`src/rtl/mimo_pkg.sv`:
```
// Shared definitions for the 4x4 MIMO detector back-substitution stage.
//   WL     : word length of every R and z component (signed two's complement)
//   NT     : number of layers (fixed schedule assumes 4)
//   ACC_W  : accumulator width for the interference-cancellation MAC
//   LVL_*  : 2-bit per-dimension level codes (00=-3, 01=-1, 10=+1, 11=+3)
//   state_t: SIC FSM state encoding
// Build option: QAM16_EN selects the 16-QAM (+-1/+-3) datapath; undefined
// gives the QPSK-only (+-1) datapath.
package mimo_pkg;

  localparam int WL    = 16;
  localparam int NT    = 4;
  localparam int ACC_W = WL + 4;

  localparam logic [1:0] LVL_M3 = 2'b00;
  localparam logic [1:0] LVL_M1 = 2'b01;
  localparam logic [1:0] LVL_P1 = 2'b10;
  localparam logic [1:0] LVL_P3 = 2'b11;

  typedef enum logic [1:0] {
    ST_IDLE  = 2'd0,
    ST_SLICE = 2'd1,
    ST_MAC   = 2'd2,
    ST_DONE  = 2'd3
  } state_t;

  function automatic logic signed [ACC_W-1:0] sext(input logic signed [WL-1:0] v);
    return {{(ACC_W-WL){v[WL-1]}}, v};
  endfunction

  // Multiply a component by a detected level without a multiplier:
  // x3 is built as (v<<1)+v and the sign comes from a negate.
  function automatic logic signed [ACC_W-1:0] lvl_mul(input logic signed [WL-1:0] v,
                                                     input logic [1:0] lvl);
    logic signed [ACC_W-1:0] ext;
    ext = sext(v);
`ifdef QAM16_EN
    begin
      logic signed [ACC_W-1:0] x3;
      x3 = (ext <<< 1) + ext;
      case (lvl)
        LVL_M3:  return -x3;
        LVL_M1:  return -ext;
        LVL_P1:  return ext;
        default: return x3;
      endcase
    end
`else
    return (lvl >= LVL_P1) ? ext : -ext;
`endif
  endfunction

endpackage

```
`src/rtl/sic_detector_if.sv`:
```
// Handshake/data bundle of the SIC detector.
//   In_valid/In_ready   : R/z input handshake
//   R_x/R_y             : R matrix, entry (i,j) at [(4i+j)*WL +: WL]
//   Z_x/Z_y             : rotated receive vector, entry i at [i*WL +: WL]
//   Sym_x/Sym_y         : detected level codes, layer i at [2i +: 2]
//   Out_valid/Out_ready : result handshake
// modport master drives the inputs (upstream/bench), slave is the detector.
interface sic_detector_if;
  import mimo_pkg::*;

  logic              In_valid;
  logic              In_ready;
  logic [WL*16-1:0]  R_x;
  logic [WL*16-1:0]  R_y;
  logic [WL*4-1:0]   Z_x;
  logic [WL*4-1:0]   Z_y;
  logic [7:0]        Sym_x;
  logic [7:0]        Sym_y;
  logic              Out_valid;
  logic              Out_ready;

  modport master (
    output In_valid, R_x, R_y, Z_x, Z_y, Out_ready,
    input  In_ready, Sym_x, Sym_y, Out_valid
  );

  modport slave (
    input  In_valid, R_x, R_y, Z_x, Z_y, Out_ready,
    output In_ready, Sym_x, Sym_y, Out_valid
  );
endinterface

```
`src/rtl/sic_slicer.sv`:
```
// Combinational single-dimension slicer.
//   r   : accumulator value for one dimension (ACC_W, signed)
//   d   : diagonal entry R_ii (real positive)
//   lvl : 2-bit level code
// QAM16_EN defined: four-level decision with thresholds 0 and +-2d, ties up.
// QAM16_EN undefined: sign-only decision, d is not needed.
module sic_slicer
  import mimo_pkg::*;
(
  input  logic signed [ACC_W-1:0] r,
  input  logic signed [WL-1:0]    d,
  output logic [1:0]              lvl
);

`ifdef QAM16_EN
  logic signed [ACC_W-1:0] d2;
  assign d2 = sext(d) <<< 1;

  always_comb begin
    lvl = LVL_M3;
    if (r >= d2)          lvl = LVL_P3;
    else if (!r[ACC_W-1]) lvl = LVL_P1;
    else if (r >= -d2)    lvl = LVL_M1;
  end
`else
  logic unused_bits;
  assign unused_bits = ^{d, r[ACC_W-2:0]};
  assign lvl = r[ACC_W-1] ? LVL_M1 : LVL_P1;
`endif

endmodule

```
`src/rtl/sic_detector.sv`:
```
// SIC back-substitution: captures R and z, then detects layers 3..0 with a
// single complex shift-add MAC and two slicers (x and y).
//   clk : clock, rising edge
//   rst : asynchronous active-high reset
//   bus : sic_detector_if.slave (input R/z handshake, output symbol handshake)
// Schedule per set: SLICE3, MAC2(3), SLICE2, MAC1(2..3), SLICE1, MAC0(1..3),
// SLICE0, then DONE until Out_ready. Accept-to-Out_valid latency is 10 clocks.
// Build option: QAM16_EN (16-QAM); undefined builds the QPSK-only datapath.
module sic_detector
  import mimo_pkg::*;
(
  input  logic          clk,
  input  logic          rst,
  sic_detector_if.slave bus
);

  state_t                  state_reg, state_next;
  logic [1:0]              layer_reg, layer_next;
  logic [1:0]              col_reg, col_next;
  logic [WL*16-1:0]        rx_reg, ry_reg;
  logic [WL*4-1:0]         zx_reg, zy_reg;
  logic signed [ACC_W-1:0] acc_x_reg, acc_y_reg;
  logic [7:0]              sym_x_reg, sym_y_reg;
  logic                    in_ready_reg, out_valid_reg;

  logic accept;
  assign accept = bus.In_valid && in_ready_reg;

  // Operand selection: {i,j} is exactly the flat index 4i+j.
  logic [3:0]              rij_idx, rii_idx;
  logic [1:0]              layer_m1;
  logic signed [WL-1:0]    rij_x, rij_y, rii;
  logic [1:0]              sj_x, sj_y;
  logic signed [ACC_W-1:0] term_re, term_im;
  logic [1:0]              lvl_x, lvl_y;

  assign rij_idx  = {layer_reg, col_reg};
  assign rii_idx  = {layer_reg, layer_reg};
  assign layer_m1 = layer_reg - 2'd1;
  assign rij_x    = rx_reg[rij_idx*WL +: WL];
  assign rij_y    = ry_reg[rij_idx*WL +: WL];
  assign rii      = rx_reg[rii_idx*WL +: WL];
  assign sj_x     = sym_x_reg[{col_reg, 1'b0} +: 2];
  assign sj_y     = sym_y_reg[{col_reg, 1'b0} +: 2];

  // (Rx + jRy)(sx + jsy)
  assign term_re = lvl_mul(rij_x, sj_x) - lvl_mul(rij_y, sj_y);
  assign term_im = lvl_mul(rij_x, sj_y) + lvl_mul(rij_y, sj_x);

  sic_slicer u_slicer_x (.r(acc_x_reg), .d(rii), .lvl(lvl_x));
  sic_slicer u_slicer_y (.r(acc_y_reg), .d(rii), .lvl(lvl_y));

  always_comb begin
    state_next = state_reg;
    layer_next = layer_reg;
    col_next   = col_reg;
    case (state_reg)
      ST_IDLE: begin
        if (accept) begin
          state_next = ST_SLICE;
          layer_next = 2'd3;
        end
      end
      ST_SLICE: begin
        if (layer_reg == 2'd0) begin
          state_next = ST_DONE;
        end else begin
          // Next layer starts its MAC at column i+1, which is the old layer.
          state_next = ST_MAC;
          layer_next = layer_m1;
          col_next   = layer_reg;
        end
      end
      ST_MAC: begin
        if (col_reg == 2'd3) state_next = ST_SLICE;
        else                 col_next   = col_reg + 2'd1;
      end
      ST_DONE: begin
        if (bus.Out_ready) state_next = ST_IDLE;
      end
      default: state_next = ST_IDLE;
    endcase
  end

  always_ff @(posedge clk or posedge rst) begin
    if (rst) begin
      state_reg     <= ST_IDLE;
      layer_reg     <= '0;
      col_reg       <= '0;
      rx_reg        <= '0;
      ry_reg        <= '0;
      zx_reg        <= '0;
      zy_reg        <= '0;
      acc_x_reg     <= '0;
      acc_y_reg     <= '0;
      sym_x_reg     <= '0;
      sym_y_reg     <= '0;
      in_ready_reg  <= 1'b0;
      out_valid_reg <= 1'b0;
    end else begin
      state_reg     <= state_next;
      layer_reg     <= layer_next;
      col_reg       <= col_next;
      in_ready_reg  <= (state_next == ST_IDLE);
      out_valid_reg <= (state_next == ST_DONE);
      case (state_reg)
        ST_IDLE: begin
          if (accept) begin
            rx_reg    <= bus.R_x;
            ry_reg    <= bus.R_y;
            zx_reg    <= bus.Z_x;
            zy_reg    <= bus.Z_y;
            acc_x_reg <= sext(bus.Z_x[3*WL +: WL]);
            acc_y_reg <= sext(bus.Z_y[3*WL +: WL]);
          end
        end
        ST_SLICE: begin
          sym_x_reg[{layer_reg, 1'b0} +: 2] <= lvl_x;
          sym_y_reg[{layer_reg, 1'b0} +: 2] <= lvl_y;
          if (layer_reg != 2'd0) begin
            acc_x_reg <= sext(zx_reg[layer_m1*WL +: WL]);
            acc_y_reg <= sext(zy_reg[layer_m1*WL +: WL]);
          end
        end
        ST_MAC: begin
          acc_x_reg <= acc_x_reg - term_re;
          acc_y_reg <= acc_y_reg - term_im;
        end
        default: ;
      endcase
    end
  end

  assign bus.In_ready  = in_ready_reg;
  assign bus.Out_valid = out_valid_reg;
  assign bus.Sym_x     = sym_x_reg;
  assign bus.Sym_y     = sym_y_reg;

endmodule
```
`src/flat_wrapper.sv`:
```
// flat-port wrapper written by rule: the top's interface ports become plain ports
module sic_detector_flat import mimo_pkg::*;
  (clk, rst, bus_In_valid, bus_R_x, bus_R_y, bus_Z_x, bus_Z_y, bus_Out_ready, bus_In_ready, bus_Sym_x, bus_Sym_y, bus_Out_valid);
  sic_detector_if bus_i ();
  input  logic clk;
  input  logic rst;
  input wire logic [$bits(bus_i.In_valid)-1:0] bus_In_valid;
  input wire logic [$bits(bus_i.R_x)-1:0] bus_R_x;
  input wire logic [$bits(bus_i.R_y)-1:0] bus_R_y;
  input wire logic [$bits(bus_i.Z_x)-1:0] bus_Z_x;
  input wire logic [$bits(bus_i.Z_y)-1:0] bus_Z_y;
  input wire logic [$bits(bus_i.Out_ready)-1:0] bus_Out_ready;
  output wire logic [$bits(bus_i.In_ready)-1:0] bus_In_ready;
  output wire logic [$bits(bus_i.Sym_x)-1:0] bus_Sym_x;
  output wire logic [$bits(bus_i.Sym_y)-1:0] bus_Sym_y;
  output wire logic [$bits(bus_i.Out_valid)-1:0] bus_Out_valid;
  assign bus_i.In_valid = bus_In_valid;
  assign bus_i.R_x = bus_R_x;
  assign bus_i.R_y = bus_R_y;
  assign bus_i.Z_x = bus_Z_x;
  assign bus_i.Z_y = bus_Z_y;
  assign bus_i.Out_ready = bus_Out_ready;
  assign bus_In_ready = bus_i.In_ready;
  assign bus_Sym_x = bus_i.Sym_x;
  assign bus_Sym_y = bus_i.Sym_y;
  assign bus_Out_valid = bus_i.Out_valid;
  sic_detector u_core (.clk(clk), .rst(rst), .bus(bus_i));
endmodule
```
`config.mk`:
```
export PLATFORM = sky130hd
export DESIGN_NAME = sic_detector_flat
export DESIGN_NICKNAME = d
export VERILOG_FILES = /design/src/rtl/mimo_pkg.sv /design/src/rtl/sic_detector_if.sv /design/src/rtl/sic_slicer.sv /design/src/rtl/sic_detector.sv /design/src/flat_wrapper.sv
export SDC_FILE = /design/constraint.sdc
export NUM_CORES = 2
export LEC_CHECK = 0
export BUFFER_PORTS_ARGS = -buffer_cell sky130_fd_sc_hd__buf_2
export CAP_MARGIN = 40
export CORE_MARGIN = 1.5
export CORE_UTILIZATION = 56
export DETAILED_ROUTE_END_ITERATION = 6
export GPL_TIMING_DRIVEN = 0
export PLACE_DENSITY_LB_ADDON = 0.15
export SLEW_MARGIN = 0
export SYNTH_ARGS = -nofsm -noshare
export SYNTH_HDL_FRONTEND = slang
export SYNTH_SLANG_ARGS = --single-unit
```
`constraint.sdc`:
```
create_clock -name clk -period 31.7 [get_ports clk]
set_input_delay 6.34 -clock clk [delete_from_list [all_inputs] [get_ports clk]]
set_output_delay 6.34 -clock clk [all_outputs]
set_load 0.01 [all_outputs]
```
# --- After elaboration in Yosys (flattened, before gate mapping) ---
# Cells that the tools add are included.
classes:
  addsub: 9
  magnitude_cmp: 2
  eq_ne: 9
  shift: 9
  n_mux: 25
  reduce_logical: 12
op_table:
  columns: ["operator", "count"]
  rows:
  - ["256-bit by 9-bit variable part select with 16-bit output", 2]
  - ["20-bit 2-to-1 mux", 8]
  - ["64-bit by 7-bit variable part select with 16-bit output", 2]
  - ["20-bit one-hot mux with 3 select lines", 2]
  - ["20-bit subtractor", 3]
  - ["16-bit negator with 20-bit output", 2]
  - ["20-bit adder", 1]
  - ["2-bit 2-to-1 mux", 9]
  - ["8-bit bitwise mux", 2]
  - ["2-bit by 5-bit variable part select with 8-bit output", 2]
  - ["8-bit by 4-bit variable part select with 2-bit output", 2]
  - ["3-bit AND reduction", 3]
  - ["2-bit == test (second input constant)", 4]
  - ["2-bit one-hot mux with 2 select lines", 2]
  - ["2-bit one-hot mux with 4 select lines", 1]
  - ["2-bit by 5-bit variable shift with 8-bit output (first input constant)", 1]
  - ["2-bit zero test", 3]
  - ["2-bit nonzero test", 3]
  - ["3-bit negator with 5-bit output", 1]
  - ["2-bit greater-or-equal comparator (second input constant)", 2]
  - ["2-bit by 1-bit inequality test with 1-bit output (second input constant)", 2]
  - ["2-bit inequality test (second input constant)", 2]
  - ["3-bit nonzero test", 1]
  - ["2-bit by 1-bit adder with 2-bit output (second input constant)", 1]
  - ["5 further kinds", 5]
word_totals:
  ff_bits: 704
  input_bits: 644
  output_inout_bits: 18
  word_cells: 79

# --- Logic depth before layout (Yosys ltp) ---
# Gate-level depths: netlist of the first run.
depth:
  ltp_word: 6
  ltp_mapped: 27
  depth_no_buf: 23

# --- Hierarchy ---
# From an unflattened synthesis of the first run, not the netlist that was laid out.
hier_totals:
  hier_cells: 2558
  area_unflattened_um2: 35768.1
by_module_without_submodules:
  columns: ["module", "n_inst", "cells_each", "area_each_um2", "seq_area_each_um2"]
  rows:
  - ["sic_detector", 1, 2554, 35745.5, 17616.9]
  - ["sic_slicer", 2, 2, 11.3, 0.0]

# --- Worst setup path before layout of the first run ---
# No wires, ideal clock.
synth_timing:
  kind: "in2reg"
  from: "in bus_In_valid"
  to: "reg u_core.rx_reg[0]"
  setup_ns: 0.125
  arrival_time_ns: 7.642
  t_required_ns: 31.575
  setup_slack_ns: 23.933
  cell_stages: 5
  path_buffers: 3
  cell_sequence: "nand3_1 > clkbuf_1 > clkbuf_1 > clkbuf_1 > mux2_2"
synth_between:
  elab_chain_len: 2
synth_rtl:
  columns: ["item", "line", "rtl"]
  rows:
  - ["start: declaration", "flat_wrapper.sv:7", "input wire logic [$bits(bus_i.In_valid)-1:0] bus_In_valid;"]
  - ["1-bit logical AND", "sic_detector.sv:27", "assign accept = bus.In_valid && in_ready_reg;"]
  - ["2-bit AND reduction (no line)", null, null]
  - ["end signal: assignment", "sic_detector.sv:109", "rx_reg <= bus.R_x;"]
  - ["end: declaration", "sic_detector.sv:20", "logic [WL*16-1:0] rx_reg, ry_reg;"]
# No other way between the ends.
# A chain may end at the register's enable or synchronous reset.

# --- Final worst setup path of the first run ---
layout_timing:
  from: "reg u_core.col_reg[1]"
  to: "reg u_core.acc_y_reg[19]"
layout_between:
  elab_chain_len: 6
  word_cells_on_any_way: 13
  cone_classes: "add/sub (4); order compare (2); shift (4); mux (3)"
layout_rtl:
  columns: ["item", "line", "rtl"]
  rows:
  - ["start: declaration", "sic_detector.sv:19", "logic [1:0] col_reg, col_next;"]
  - ["start signal: assignment", "sic_detector.sv:103", "col_reg <= col_next;"]
  - ["256-bit by 9-bit variable part select with 16-bit output, or another cell as far along", "sic_detector.sv:40", "assign rij_x = rx_reg[rij_idx*WL +: WL];"]
  - ["16-bit negator with 20-bit output / 2-bit greater-or-equal comparator (equally long branches)", "mimo_pkg.sv:49", "return (lvl >= LVL_P1) ? ext : -ext;"]
  - ["20-bit 2-to-1 mux", "mimo_pkg.sv:49", null]
  - ["20-bit adder (*)", "sic_detector.sv:48", "assign term_im = lvl_mul(rij_x, sj_y) + lvl_mul(rij_y, sj_x);"]
  - ["20-bit subtractor (*)", "sic_detector.sv:127", "acc_y_reg <= acc_y_reg - term_im;"]
  - ["20-bit one-hot mux with 3 select lines (*)", "sic_detector.sv:106", "case (state_reg)"]
  - ["end signal: assignment", "sic_detector.sv:114", "acc_y_reg <= sext(bus.Z_y[3*WL +: WL]);"]
  - ["end signal: assignment", "sic_detector.sv:122", "acc_y_reg <= sext(zy_reg[layer_m1*WL +: WL]);"]
  - ["end signal: assignment", "sic_detector.sv:127", null]
  - ["end: declaration", "sic_detector.sv:22", "logic signed [ACC_W-1:0] acc_x_reg, acc_y_reg;"]
# Mark *: on every way between the ends. The rest lies on a longest branch, timed or not.

==> results.cfg, run 1 <==
[place]
dp_hpwl_mm = 98.6
portBuffers = 661
finalWeightedCongestion = 0.949

[die]
die_area_um2 = 64900
die_w_um = 255
row_count = 92
die_h_um = 255
core_um2 = 62900
pin_count = 662
start_util = 0.565

[timing]
fin_crit_ps = 8450
finalSetupViolations = 0
final-hold-violation-count = 0
rsz0062_at_grt = no
slew_headroom = 0.354
drv_slew = 0
finClkSkew_ps = 18.6
worst_slew_pin_slew_ps = 969
fin_crit_sh = 0.266
max_freq_mhz = 118

[detailed_routing]
wl_mm = 126
dr.pass1.iters = 6
wl_per_cell_um = 29.2
drtIter0Drc = 2116
ant_nets = 0
vias = 26093
vias_per_cell = 6.06
drc = 0

[clocking]
ctsResizeCount = 0
hold_buffers = 0
cts_root_buf = clkbuf_16
clock_sinks = 704
cts_tree = built
cts_buffers = 76
clock_latency_ps = 640
postCtsSetupRepairBufs = 0
clk_path_buf_depth = 3
h-tree-depth = 3
path_clk_slew_ps = 60

[synthesis]
synthArstFlopShare = 1.00
ys_warn_count = 0
syn_area_per_cell_um2 = 13.8
synth.distinct_cells = 67
synth.yosys.seq_area_share = 0.496
synth_nets = 3311
ys_seq_elements = 704
synth_edf_count = 0
synthCells = 2575
syn-cell-area_um2 = 35500
synth_ff_type = dfrtp_1

[worst_setup_path]
worst_ep_arrival_time_ps = 8980
r2r.worst_path.cells = 23
cp.required_ps = 32230
startpoint_type = flip-flop
end_kind = flip-flop
crit_type = flip-flop to flip-flop
crit_path_max_fanout = 10

[cells_and_area]
fillCellCount = 4618
layout-area-overhead-vs-synth_pct = 21.5
fin_nets = 4083
final_util = 0.687
drive_gt1_frac = 0.486

[grt]
grtUsageTotal = 0.390
grt_pass1_wl_mm = 180
antenna_found_initial = 78
grt_max_degree = 127
gr-total-overflow = 0
grt_pass1_vias = 27514

[job]
maxCapViolations = 0

[hold_path]
min_path_type = flip-flop to flip-flop
whs_path_depth = 2

[run_status]
status = finished clean
==> placed cells by master (no fill, tap or decap), types with 11 or more instances in the layout <==
master	count
fa_1	38
xnor2_1	40
dfrtp_1	704
mux2_2	643
clkbuf_8	14
o31ai_1	28
buf_1	23
a221oi_1	17
ha_1	54
nand2_1	109
a21oi_1	53
nand3_1	12
clkbuf_1	126
buf_8	12
buf_6	22
o211ai_1	13
nand2b_1	13
clkbuf_16	78
xor2_1	42
mux4_2	162
a22oi_1	42
diode_2	53
nor2_1	101
clkinv_2	11
nor3_1	12
inv_1	132
buf_2	670
o21ai_0	52
a21o_1	12
==> path summary, 6_finish.rpt <==
| kind | to | from | slack, ps |
|---|---|---|---|
| setup reg to reg | u_core.acc_y_reg[19]$_DFFE_PP0P_ | u_core.col_reg[1]$_DFFE_PP0P_ | 23250 |
| hold / removal | u_core.bus.Sym_x[6]$_DFFE_PP0P_ | u_core.bus.Sym_x[6]$_DFFE_PP0P_ | 480 |
| hold reg to reg | u_core.bus.Sym_x[6]$_DFFE_PP0P_ | u_core.bus.Sym_x[6]$_DFFE_PP0P_ | 480 |
| setup / recovery | u_core.acc_y_reg[19]$_DFFE_PP0P_ | u_core.col_reg[1]$_DFFE_PP0P_ | 23250 |
| max in group asynchronous | u_core.ry_reg[126]$_DFFE_PP0P_ | rst | 23610 |
| min in group asynchronous | u_core.rx_reg[6]$_DFFE_PP0P_ | rst | 5910 |
==> area by class of cell <==
type	count	area, um2	area share
Sequential cell	704	17600	0.408
Multi-Input combinational cell	1581	16700	0.387
Timing Repair Buffer	694	3810	0.0884
Clock buffer	107	2200	0.0510
Tap cell	846	1060	0.0245
Buffer	155	684	0.0159
Inverter	135	514	0.0119
Clock inverter	30	424	0.00983
Antenna cell	53	133	0.00307
==> cells by family after synthesis <==
kind of cell,after synthesis,synth area share
adders and majority gates,92,0.0404
DFF,704,0.496
AOI/OAI and AO/OA,278,0.0528
xor gates and xnor gates,83,0.0209
muxes,819,0.315
buffers and inverters,290,0.0335
and+or+nand+nor,309,0.0411
==> critical path: stages (launching register included) <==
cell,delay [ps]
dfrtp_1,740
buf_2,430
buf_2,540
buf_2,480
buf_2,520
buf_2,510
mux4_2,420
clkbuf_1,460
buf_1,500
nor2_1,110
xor2_1,350
fa_1,480
inv_1,60
ha_1,270
a21oi_1,200
o2111ai_1,150
a221oi_1,610
o21ai_0,300
a31oi_1,350
a21oi_1,170
a31oi_1,240
nor3b_1,210
mux2i_1,110
o21ai_0,100
==> cell usage after synthesis (all sizes together), types with 44 or more instances <==
library cell	count	area, um2
nand2	109	409
inv	133	499
mux4	172	3910
dfrtp	704	17600
ha	54	676
clkbuf	111	417
o21ai	54	270
a21oi	53	265
mux2	643	7240
buf	44	268
nor2	101	379
==> through the flow <==
stage / worst slack [ps] / area (um2) / TNS, ps / cells / hold slack [ps]
3_3_place_gp: -917 / 39900 / -529530 / 4082 / 465
5_1_grt: 23050 / 43100 / 0 / 4294 / 503
3_5_place_dp: 22810 / 40400 / 0 / 4115 / 468
2_1_floorplan: 5620 / 35500 / 0 / 2575 / 449
4_1_cts: 23440 / 43000 / 0 / 4252 / 488
6_report: 23250 / 43200 / 0 / 4305 / 482
==> metal layers <==
layer / GRT usage / vias up / wire length (um)
met5: 0 / - / 267
met4: 0.192 / 46 / 6320
met3: 0.107 / 369 / 11000
met2: 0.632 / 1234 / 61000
li1: - / 10984 / -
met1: 0.485 / 13460 / 46900
Power of run 1 is not shown: default switching activity piles up to over one toggle a cycle in this logic, so the estimate is an artifact.
==> run 2: changes to the inputs <==
==> constraint.sdc (replaced) <==
create_clock -name clk -period 8.65 [get_ports clk]
set_input_delay 1.73 -clock clk [delete_from_list [all_inputs] [get_ports clk]]
set_output_delay 1.73 -clock clk [all_outputs]
set_load 0.01 [all_outputs]
==> results.cfg, run 2 (synthesis results as in run 1) <==
[hold_path]
min_path_type = flip-flop to flip-flop
min_from = u_core.bus.Sym_x[4]$_DFFE_PP0P_
min_to = u_core.bus.Sym_x[4]$_DFFE_PP0P_
whs_path_depth = 2

[clocking]
hold_buffers = 0
cts_tree = built
clock_sinks = 704
clk_path_buf_depth = 3
h-tree-depth = 3
postCtsSetupRepairBufs = 0
cts_buffers = 77
cts_root_buf = clkbuf_16
ctsResizeCount = 0
path_clk_slew_ps = 60
clock_latency_ps = 640

[cells_and_area]
mostFrequentLayoutCells = dfrtp_1 (704), buf_2 (670), mux2_2 (643)
final_util = 0.693
fin_nets = 4102
drive_gt1_frac = 0.490
layout_commonest_cell = dfrtp_1
final_cell_count_no_fill = 4338
layout-area-overhead-vs-synth_pct = 22.7

[worst_setup_path]
startpoint_type = flip-flop
crit_path_frequent_cell = buf_2
crit_type = flip-flop to flip-flop
slowest_stage = dfrtp_1
end_kind = flip-flop
cp.required_ps = 9120
critical_path_buf_inv_count = 8
r2r_slack_ps = 350
max_stage_delay_ps = 630
worst_ep_arrival_time_ps = 8780
r2r_end = u_core.acc_x_reg[14]$_DFFE_PP0P_
path_cells = buf_2 -> buf_2 -> buf_2 -> buf_2 -> buf_2 -> mux4_2 -> clkbuf_1 -> clkbuf_1 -> mux2_2 -> fa_1 -> inv_1 -> fa_1 -> a21o_1 -> a21oi_1 -> nand2b_1 -> a211oi_1 -> o31ai_1 -> o21ba_2 -> xor2_1 -> o21ai_0 -> o211ai_1 -> o21ai_0
reg2reg_from = u_core.col_reg[1]$_DFFE_PP0P_
crit_family = buffers and inverters
r2r.worst_path.cells = 22
crit_path_max_fanout = 10

[timing]
worst_slew_pin_slew_ps = 989
finalSetupViolations = 0
slew_headroom = 0.340
rsz0062_at_grt = no
max_freq_mhz = 120
final-hold-violation-count = 0
finClkSkew_ps = 25.9
fin_crit_sh = 0.960
drv_slew = 0
fin_crit_ps = 8300

[grt]
grtUsageTotal = 0.390
gr-total-overflow = 0
antenna_found_initial = 90
grt_pass1_vias = 27207
grt_max_degree = 42
grt_pass1_wl_mm = 180

[place]
finalWeightedCongestion = 0.954
portBuffers = 661
dp.cells = 4133
dp_hpwl_mm = 102

[die]
core_um2 = 62900
row_count = 92
die_h_um = 255
start_util = 0.565
die_area_um2 = 64900
die_w_um = 255
pin_count = 662

[detailed_routing]
wl_mm = 128
drc = 0
drtIter0Drc = 2475
dr.pass1.iters = 6
ant_nets = 0
vias_per_cell = 6.11
wl_per_cell_um = 29.4
vias = 26526

[job]
maxCapViolations = 0

[run_status]
status = finished clean
run 2: changes by cell type in the layout (fill, tap and decap cells not counted), sizes merged:
cell      change
buf          +18
diode        +13
clkinv        +5
clkinvlp      -4
inv           +1
run 2: worst register-to-register path, cell delays in order, from the launching register on:
cell and delay (ps):
dfrtp_1 630, buf_2 430, buf_2 570, buf_2 490, buf_2 480, buf_2 510
mux4_2 400, clkbuf_1 420, clkbuf_1 470, mux2_2 420, fa_1 540, inv_1 70
fa_1 460, a21o_1 170, a21oi_1 240, nand2b_1 210, a211oi_1 120, o31ai_1 420
o21ba_2 200, xor2_1 360, o21ai_0 150, o211ai_1 200, o21ai_0 170
run 2: layout make-up:
cell class	instances	area, um2
flip-flops and latches	704	17600
repair buffers	712	4110
diodes	66	165
clock buffers	107	2260
plain buffers	155	684
inverters	135	510
clock inverters	32	454
well taps	846	1060
multi-input cells	1581	16700
fillers	4567	19300
run 2: routing by layer:
metal  global-route usage  wire length [um]
met4                0.186              6040
met1                0.481             47200
met3                0.112             11900
met5                    0               302
met2                0.636             62300
run 2: worst max-delay path by stage:
| stage | startpoint | to | slack, ps | cells after the start |
|---|---|---|---|---|
| 4_1_cts | u_core.col_reg[1]$_DFFE_PP0P_ | u_core.acc_x_reg[14]$_DFFE_PP0P_ | 520 | 22 |
| 2_1_floorplan | rst | u_core.acc_x_reg[0]$_DFFE_PP0P_ | -2720 | 1 |
| 3_5_place_dp | u_core.col_reg[1]$_DFFE_PP0P_ | u_core.acc_x_reg[14]$_DFFE_PP0P_ | 610 | 22 |
| 3_3_place_gp | rst | u_core.ry_reg[86]$_DFFE_PP0P_ | -6170 | 2 |
| 5_1_grt | u_core.col_reg[1]$_DFFE_PP0P_ | u_core.acc_x_reg[14]$_DFFE_PP0P_ | 130 | 25 |
| 6_report | u_core.col_reg[1]$_DFFE_PP0P_ | u_core.acc_x_reg[14]$_DFFE_PP0P_ | 350 | 22 |
run 2: stage by stage:
step	setup WS, ps	setup TNS [ps]	hold WS, ps	area [um2]
floorplan	-2720	-1913420	449	35500
global placement	-6170	-4265200	466	39900
detailed placement	613	0	473	40700
CTS	516	0	486	43400
global route	129	0	510	43500
finish	345	0	483	43600
Power of run 2 is left out for the same reason.
